### config.mk
export PLATFORM = sky130hd
export DESIGN_NAME = uart_echo_fifo
export DESIGN_NICKNAME = d
export VERILOG_FILES = /design/src/rtl/uart_echo_fifo.sv
export SDC_FILE = /design/constraint.sdc
export NUM_CORES = 1
export LEC_CHECK = 0
export BUFFER_PORTS_ARGS = -buffer_cell sky130_fd_sc_hd__buf_2
export CAP_MARGIN = 20
export CORE_MARGIN = 10
export CORE_UTILIZATION = 40
export DETAILED_ROUTE_END_ITERATION = 6
export SETUP_SLACK_MARGIN = 0.2
export SLEW_MARGIN = 20
export SYNTH_ARGS = -nofsm -noshare
export SYNTH_HDL_FRONTEND = slang
export SYNTH_SLANG_ARGS = --single-unit
### constraint.sdc
create_clock -name clk -period 9.2 [get_ports clk]
set_clock_uncertainty 0.15 [all_clocks]
set_input_delay 0 -clock clk [delete_from_list [all_inputs] [get_ports clk]]
set_output_delay 0 -clock clk [all_outputs]
set_load 0.005 [all_outputs]
### src/rtl/uart_echo_fifo.sv
// uart_echo_fifo: UART loopback engine. Characters arriving on rx_phy are
// received, checked for framing and parity, buffered in a FIFO and echoed
// back out on tx_phy with the same framing.
//
// Ports:
//   clk        system clock, rising edge
//   rst        asynchronous active-low reset
//   rx_phy     serial input, idle high, asynchronous to clk
//   tx_hold    1 = do not start a new TX character (one in flight completes)
//   err_clear  pulse, clears the sticky error flags (a new error wins)
//   tx_phy     serial output, idle high, registered
//   rx_busy    RX FSM not idle
//   tx_busy    TX FSM not idle
//   fifo_count FIFO occupancy, registered
//   overflow   sticky: valid character dropped, FIFO full
//   parity_err sticky: character received with bad parity
//   frame_err  sticky: stop bit sampled low
module uart_echo_fifo #(
  parameter int CLKS_PER_BIT = 16,
  parameter int DATA_BITS    = 8,
  parameter int PARITY       = 0,
  parameter int FIFO_DEPTH   = 16
) (
  input  logic                              clk,
  input  logic                              rst,
  input  logic                              rx_phy,
  input  logic                              tx_hold,
  input  logic                              err_clear,
  output logic                              tx_phy,
  output logic                              rx_busy,
  output logic                              tx_busy,
  output logic [$clog2(FIFO_DEPTH+1)-1:0]   fifo_count,
  output logic                              overflow,
  output logic                              parity_err,
  output logic                              frame_err
);

  localparam int   CNT_W   = $clog2(CLKS_PER_BIT);
  localparam int   BIT_W   = $clog2(DATA_BITS);
  localparam int   AW      = $clog2(FIFO_DEPTH);
  localparam int   CW      = $clog2(FIFO_DEPTH + 1);
  localparam bit   PAR_EN  = (PARITY != 0);
  // Odd parity is the inverse of the data XOR.
  localparam logic PAR_INV = (PARITY == 1);

  typedef enum logic [2:0] {
    RX_IDLE, RX_START, RX_DATA, RX_PARITY, RX_STOP, RX_WAIT_IDLE
  } rx_state_t;

  typedef enum logic [2:0] {
    TX_IDLE, TX_START, TX_DATA, TX_PARITY, TX_STOP
  } tx_state_t;

  // ---------------------------------------------------------------------
  // Input synchroniser and falling-edge detect
  // ---------------------------------------------------------------------
  logic sync1, sync2, rx_prev;
  logic rx_s, rx_fall;

  always_ff @(posedge clk or negedge rst) begin
    if (!rst) begin
      sync1   <= 1'b1;
      sync2   <= 1'b1;
      rx_prev <= 1'b1;
    end else begin
      sync1   <= rx_phy;
      sync2   <= sync1;
      rx_prev <= sync2;
    end
  end

  always_comb begin
    rx_s    = sync2;
    rx_fall = rx_prev & ~sync2;
  end

  // ---------------------------------------------------------------------
  // RX FSM
  // ---------------------------------------------------------------------
  rx_state_t              rx_state, rx_next;
  logic [CNT_W-1:0]       rx_clk_cnt;
  logic [BIT_W-1:0]       rx_bit_cnt;
  logic [DATA_BITS-1:0]   rx_shift;
  logic                   rx_par_bit;
  logic                   rx_tick;
  logic                   stop_sample, par_ok;
  logic                   push, par_evt, frame_evt;

  // The start bit is sampled half a bit in; every later sample is a full
  // bit period after the previous one, landing near mid-bit.
  always_comb begin
    if (rx_state == RX_START)
      rx_tick = (rx_clk_cnt == CNT_W'(CLKS_PER_BIT / 2 - 1));
    else
      rx_tick = (rx_clk_cnt == CNT_W'(CLKS_PER_BIT - 1));
  end

  always_ff @(posedge clk or negedge rst) begin
    if (!rst) rx_state <= RX_IDLE;
    else      rx_state <= rx_next;
  end

  always_comb begin
    rx_next = rx_state;
    unique case (rx_state)
      RX_IDLE:      if (rx_fall) rx_next = RX_START;
      RX_START:     if (rx_tick) rx_next = rx_s ? RX_IDLE : RX_DATA;
      RX_DATA:
        if (rx_tick && rx_bit_cnt == BIT_W'(DATA_BITS - 1))
          rx_next = PAR_EN ? RX_PARITY : RX_STOP;
      RX_PARITY:    if (rx_tick) rx_next = RX_STOP;
      RX_STOP:      if (rx_tick) rx_next = rx_s ? RX_IDLE : RX_WAIT_IDLE;
      RX_WAIT_IDLE: if (rx_s) rx_next = RX_IDLE;
      default:      rx_next = RX_IDLE;
    endcase
  end

  always_comb begin
    rx_busy     = (rx_state != RX_IDLE);
    stop_sample = (rx_state == RX_STOP) && rx_tick;
    par_ok      = !PAR_EN || (rx_par_bit == ((^rx_shift) ^ PAR_INV));
    push        = stop_sample && rx_s && par_ok;
    par_evt     = stop_sample && rx_s && !par_ok;
    frame_evt   = stop_sample && !rx_s;
  end

  always_ff @(posedge clk or negedge rst) begin
    if (!rst) begin
      rx_clk_cnt <= '0;
      rx_bit_cnt <= '0;
      rx_shift   <= '0;
      rx_par_bit <= 1'b0;
    end else begin
      if (rx_state == RX_IDLE || rx_state == RX_WAIT_IDLE || rx_tick)
        rx_clk_cnt <= '0;
      else
        rx_clk_cnt <= rx_clk_cnt + 1'b1;

      if (rx_state == RX_IDLE)
        rx_bit_cnt <= '0;
      else if (rx_state == RX_DATA && rx_tick)
        rx_bit_cnt <= rx_bit_cnt + 1'b1;

      // LSB first: each new bit enters at the top and shifts down.
      if (rx_state == RX_DATA && rx_tick)
        rx_shift <= {rx_s, rx_shift[DATA_BITS-1:1]};

      if (rx_state == RX_PARITY && rx_tick)
        rx_par_bit <= rx_s;
    end
  end

  // ---------------------------------------------------------------------
  // Echo FIFO
  // ---------------------------------------------------------------------
  logic [DATA_BITS-1:0] mem [FIFO_DEPTH];
  logic [AW-1:0]        wr_ptr, rd_ptr;
  logic [DATA_BITS-1:0] head;
  logic                 pop, push_ok;

  // A full FIFO still accepts a push when the head leaves in the same cycle.
  always_comb begin
    head    = mem[rd_ptr];
    push_ok = push && ((fifo_count < CW'(FIFO_DEPTH)) || pop);
  end

  always_ff @(posedge clk) begin
    if (push_ok) mem[wr_ptr] <= rx_shift;
  end

  always_ff @(posedge clk or negedge rst) begin
    if (!rst) begin
      wr_ptr     <= '0;
      rd_ptr     <= '0;
      fifo_count <= '0;
    end else begin
      if (push_ok) wr_ptr <= wr_ptr + 1'b1;
      if (pop)     rd_ptr <= rd_ptr + 1'b1;
      unique case ({push_ok, pop})
        2'b10:   fifo_count <= fifo_count + 1'b1;
        2'b01:   fifo_count <= fifo_count - 1'b1;
        default: fifo_count <= fifo_count;
      endcase
    end
  end

  // ---------------------------------------------------------------------
  // TX FSM
  // ---------------------------------------------------------------------
  tx_state_t            tx_state, tx_next;
  logic [CNT_W-1:0]     tx_clk_cnt;
  logic [BIT_W-1:0]     tx_bit_cnt;
  logic [DATA_BITS-1:0] tx_shift;
  logic                 tx_par;
  logic                 tx_tick, tx_last;

  always_comb begin
    tx_tick = (tx_clk_cnt == CNT_W'(CLKS_PER_BIT - 1));
    tx_last = (tx_bit_cnt == BIT_W'(DATA_BITS - 1));
  end

  always_ff @(posedge clk or negedge rst) begin
    if (!rst) tx_state <= TX_IDLE;
    else      tx_state <= tx_next;
  end

  always_comb begin
    tx_next = tx_state;
    unique case (tx_state)
      TX_IDLE:   if (pop) tx_next = TX_START;
      TX_START:  if (tx_tick) tx_next = TX_DATA;
      TX_DATA:   if (tx_tick && tx_last) tx_next = PAR_EN ? TX_PARITY : TX_STOP;
      TX_PARITY: if (tx_tick) tx_next = TX_STOP;
      TX_STOP:   if (tx_tick) tx_next = TX_IDLE;
      default:   tx_next = TX_IDLE;
    endcase
  end

  always_comb begin
    tx_busy = (tx_state != TX_IDLE);
    pop     = (tx_state == TX_IDLE) && (fifo_count != '0) && !tx_hold;
  end

  // tx_phy is loaded with the level of the bit being entered, so each level
  // appears the cycle after the transition that selects it.
  always_ff @(posedge clk or negedge rst) begin
    if (!rst) begin
      tx_clk_cnt <= '0;
      tx_bit_cnt <= '0;
      tx_shift   <= '0;
      tx_par     <= 1'b0;
      tx_phy     <= 1'b1;
    end else begin
      if (tx_state == TX_IDLE || tx_tick)
        tx_clk_cnt <= '0;
      else
        tx_clk_cnt <= tx_clk_cnt + 1'b1;

      if (tx_state != TX_DATA)
        tx_bit_cnt <= '0;
      else if (tx_tick)
        tx_bit_cnt <= tx_bit_cnt + 1'b1;

      if (pop) begin
        tx_shift <= head;
        tx_par   <= (^head) ^ PAR_INV;
      end else if (tx_state == TX_DATA && tx_tick) begin
        tx_shift <= tx_shift >> 1;
      end

      if (pop) begin
        tx_phy <= 1'b0;
      end else if (tx_tick) begin
        unique case (tx_state)
          TX_START: tx_phy <= tx_shift[0];
          TX_DATA:
            if (tx_last) tx_phy <= PAR_EN ? tx_par : 1'b1;
            else         tx_phy <= tx_shift[1];
          default:  tx_phy <= 1'b1;
        endcase
      end
    end
  end

  // ---------------------------------------------------------------------
  // Sticky error flags (a new event takes priority over err_clear)
  // ---------------------------------------------------------------------
  always_ff @(posedge clk or negedge rst) begin
    if (!rst) begin
      overflow   <= 1'b0;
      parity_err <= 1'b0;
      frame_err  <= 1'b0;
    end else begin
      if (push && !push_ok) overflow <= 1'b1;
      else if (err_clear)   overflow <= 1'b0;

      if (par_evt)          parity_err <= 1'b1;
      else if (err_clear)   parity_err <= 1'b0;

      if (frame_evt)        frame_err <= 1'b1;
      else if (err_clear)   frame_err <= 1'b0;
    end
  end

endmodule

Word level (Yosys, flattened, before mapping) --
Memories as Yosys holds them, arrays and structs flattened. Cells that the tools add are included.
Storage, ports and cells: output and inout port bits 11, word-level logic and storage cells 123, ROM bits 0, bits in writable memories 128, memories 1, latch bits 0, register bits 55
Cells by class: div/mod/pow operators 0, order comparisons 1, add/subtract/negate cells 8, equality and inequality tests 28, multiply operators 0, multiplexer cells 34, reduce and logical (&&, ||, !) cells 32, bitwise logic cells 2, shift operators 0
Memories:
- mem | depth 16, width 8, rd ports 1, clocked after Yosys merged registers in 0, wr ports 1, RTL line 156 | logic [DATA_BITS-1:0] mem [FIFO_DEPTH];
Operator list (number):
- 3-bit 2-to-1 mux | 16
- 2-bit != test (second input constant) | 11
- 3-bit one-hot mux with 6 select lines | 1
- 4-bit by 1-bit adder with 4-bit output (second input constant) | 4
- 8-bit 2-to-1 mux | 2
- 3-bit == test (second input constant) | 5
- 3-bit one-hot mux with 5 select lines | 1
- 2-bit nonzero test | 7
- 3-bit by 2-bit == test with 1-bit output (second input constant) | 4
- 1-bit logical AND | 11
- 5-bit one-hot mux with 2 select lines | 1
- 1-bit 2-to-1 mux | 9
- 4-bit == test (second input constant) | 2
- 4-bit 2-to-1 mux | 2
- 3-bit by 1-bit adder with 3-bit output (second input constant) | 2
- 3-bit by 1-bit == test with 1-bit output (second input constant) | 2
- 3-bit zero test | 2
- 6-bit AND reduction | 1
- 3-bit nonzero test | 2
- 5-bit by 1-bit adder with 5-bit output (second input constant) | 1
- 5-bit < comparator (second input constant) | 1
- 5-bit AND reduction | 1
- 5-bit nonzero test | 1
- 5-bit by 1-bit subtractor with 5-bit output (second input constant) | 1
- other kinds (10) | 15

Depth between registers and ports, before layout --
depth in word-level cells 8, depth in mapped cells 13, gate-level depth less buffers 11

Least setup slack after synthesis --
No wires, ideal clock.
kind register to register, start reg fifo_count[1], end reg fifo_count[4], required time 8.921 ns, clock period less this slack 2.931 ns, data arrival time 2.652 ns, setup time 0.129 ns, stages on the path, launching flop included 13, setup slack 6.269 ns, cell sequence dfrtp_1 -> or2_1 -> o41ai_1 -> inv_1 -> buf_2 -> ha_1 -> clkbuf_1 -> xor2_1 -> ha_1 -> o211a_1 -> o31ai_1 -> a31oi_1 -> xor2_1
On the way: cells in the longest elaborated chain, start to end 7, elaborated cells between the ends (all ways) 12, classes of those cells add/sub (2); order compare (1); eq/ne (2); mux (1); reduce/logical (6)
RTL lines:
- start, declared | RTL line 32 | output logic [$clog2(FIFO_DEPTH+1)-1:0] fifo_count,
- start signal, assigned | RTL line 180 | 2'b10: fifo_count <= fifo_count + 1'b1;
- start signal, assigned | RTL line 181 | 2'b01: fifo_count <= fifo_count - 1'b1;
- start signal, assigned | RTL line 182 | default: fifo_count <= fifo_count;
- 5-bit nonzero test (*) | RTL line 221 | pop = (tx_state == TX_IDLE) && (fifo_count != '0) && !tx_hold;
- 1-bit logical AND (*) (2 in series) | RTL line 221
- net pop | RTL line 159 | logic pop, push_ok;
- 1-bit logical OR | RTL line 164 | push_ok = push && ((fifo_count < CW'(FIFO_DEPTH)) || pop);
- 1-bit logical AND | RTL line 164
- 2-bit by 1-bit == test with 1-bit output / 2-bit == test (equally long branches) | RTL line 179 | unique case ({push_ok, pop})
- 5-bit one-hot mux with 2 select lines / 2-bit nonzero test (equally long branches)
The timed path passes the listed nets; every way through them passes the cells marked *. A chain may end at the register's enable or synchronous reset.

Worst setup path in the final report --
start reg fifo_count[1], end reg fifo_count[4]
On the way: cells in the longest elaborated chain, start to end 7, elaborated cells between the ends (all ways) 12, classes of those cells add/sub (2); order compare (1); eq/ne (2); mux (1); reduce/logical (6)
RTL lines:
- branches (longest 7 deep; another with 5-bit < comparator)
Parallel ways; which one is timed is not known.

==> impl_metrics.toml <==
[run_status]
status = "completed"

[synthesis]
async_flop_share_pct = 30.1
synth_flop_cell = "edfxtp_1"
netlist_top_cells_count = "edfxtp_1, dfrtp_1, nor2_1"
yosys_warnings = 0
synth_cell_types = 53
synth_edf_count = 128
ys_ff_latch = 183
synthCells = 461
synth_area_leaders = "edfxtp_1, dfrtp_1, mux4_2"
netlist.area_leader.share_pct = 49.8
yosysSeqAreaShare_pct = 67.7
yosysMostFrequentCell = "edfxtp_1"
netlist_area_um2 = 7720
postSynthNetCount = 481
avgSynthCellArea_um2 = 16.7
yosys.area.top_type = "edfxtp_1"

[final_layout]
diodes = 0
finalNetCount = 499
area_growth_pct = 12.1
drive_gt1_share_pct = 18.3

[setup_path]
crit_arrival_ps = 4140
end_kind = "register"
r2r_start = "fifo_count[1]"
r2r_end = "fifo_count[4]"
worst_setup_path_startpoint = "fifo_count[1]"
start_kind = "register"
critPathCapture = "fifo_count[4]"
worstSetupPathType = "register to register"
critPathRequiredTime_ps = 9350
rr_worst_depth = 10
worst-path-max-fanout = 15
reg2reg_slack_ps = 5210

[grt]
grt_pass1_vias = 4063
grt_pass1_wl_um = 23100
antenna_found_initial = 0
grt-ovfl-total = 0
grt_usage_pct = 11.7
grt_max_degree = 56

[route]
viasPerCell = 5.25
via_count = 3946
dr.pass1.iters = 4
dr.first_iter.drc_count = 282
final_antenna_net_count = 0
drc = 0
routed_wl_um = 14400
routedWlPerCell_um = 19.2

[floorplan]
ios = 16
die-area_um2 = 25300
die_w_um = 159
floorplan.initialDensity_pct = 41.0
core_area_um2 = 18800
rows = 50
dieHeight_um = 159

[sta]
max_freq_mhz = 251
fin_crit_ps = 3990
hold_viol_final = 0
fin_crit_sh_pct = 43.4
tightest_slew_ps = 1070
whs_ps = 58.1
rsz0062_at_grt = "false"
slew_headroom_pct = 27.9
setup_tns_ps = 0
maxSlewViolCount = 0
setup_viol = 0

[cts]
clk_pin_slew_ps = 70
cts_resized = 0
cts_tree = "built"
cts-root-buf = "clkbuf_16"
cts_buffers = 17
clk_latency_ps = 430
h-tree-depth = 4
cts.path.max_buffers = 2
cts.sinks = 183

[power]
power_uw = 1670
ir_drop_mv = 0.136
power_leakage_uw = 0.00320
powerDensity_nw_per_um2 = 193

[place]
dp_hpwl_um = 9420
portBuffers = 14
place_congestion = 0.848

[min_path]
worstHoldPathType = "input pin to register"

[flow_run]
maxCapViolCount = 0
-- per-layer routing --
layer	global-route usage [%]	up-vias	share of wire [%]	wire, µm
li1	-	1820	-	-
met1	14.7	2055	44	6400
met3	2.25	18	3.0	432
met2	19.3	53	51	7290
met4	5.05	0	1.9	274
met5	0	-	0	0
-- worst min-delay path by stage --
stage,from,slack [ps],cells past startpoint,end
after CTS,rx_phy,50,2,sync1
after floorplan,rst,-450,0,fifo_count[0]
after global placement,rx_phy,-40,1,sync1
after global routing,rx_phy,60,2,sync1
final,rx_phy,60,2,sync1
after detailed placement,rx_phy,-40,1,sync1
-- sequential cells by signal (all words and copies together) (netlist names), 3 cells and up --
register and cells:
rd_ptr 4, rx_bit_cnt 3, tx_clk_cnt 4, mem 128, rx_state 3, tx_bit_cnt 3, rx_clk_cnt 4, fifo_count 5
tx_state 3, rx_shift 8, tx_shift 8, wr_ptr 4
-- layout by cell type (no fill, tap or decap), types with 9 or more instances in the layout --
cell / instances
inv_1: 13
nand2_1: 18
mux2i_1: 19
mux2_2: 11
mux4_1: 14
buf_2: 14
and2_1: 9
edfxtp_1: 128
ha_1: 15
mux4_2: 18
o22ai_1: 10
dfrtp_1: 50
xnor2_1: 11
clkbuf_16: 17
a21oi_1: 10
nor2_1: 22
-- worst max-delay path, stage by stage (launching register included) --
cell     delay, ps
dfrtp_1        450
or2_1          280
o41ai_2        850
inv_1          500
ha_1           480
xor2_1         200
ha_1           240
o211a_1        240
o31ai_1        220
a31oi_1         90
xor2_1         170
-- through the flow --
step                      cells  utilization [%]  instance area [µm²]  setup WS (ps)
after floorplan             461                -                 7720           6270
after global placement      716             42.6                 8020           5430
after detailed placement    716             42.6                 8020           5230
after CTS                   752             45.9                 8650           5180
after global routing        752             45.9                 8650           4890
final                       752             45.9                 8650           5210
-- power breakdown --
part | internal (µW) | leakage, µW | switching, µW
Sequential | 882 | 0.00193 | 11.7
Clock | 423 | 0.000281 | 300
Combinational | 22.6 | 0.000986 | 28.8
-- final cells by class --
cell class	count	area (µm²)
clock buffers	17	425
clock inverters	15	160
fillers	1636	10200
inverters	14	57.6
multi-input cells	239	2300
flip-flops and latches	183	5230
well taps	260	325
repair buffers	24	155
-- kinds of logic after synthesis --
| kind of cell | after synthesis | synth area share [%] |
|---|---|---|
| adders and majority gates | 15 | 2.43 |
| AOI/OAI and AO/OA | 53 | 4.75 |
| other | 1 | 0.0486 |
| xor gates and xnor gates | 17 | 1.93 |
| buffers and inverters | 39 | 2.69 |
| muxes | 62 | 14.1 |
| and+or+nand+nor | 91 | 6.37 |
| DFF | 183 | 67.7 |
-- timing repair --
action / in CTS / in global routing
endpoints found under the hold margin: 61 / 0
hold buffers: 4 / 0
setup buffers: 0 / 0
(Power assumes the default switching activity.)
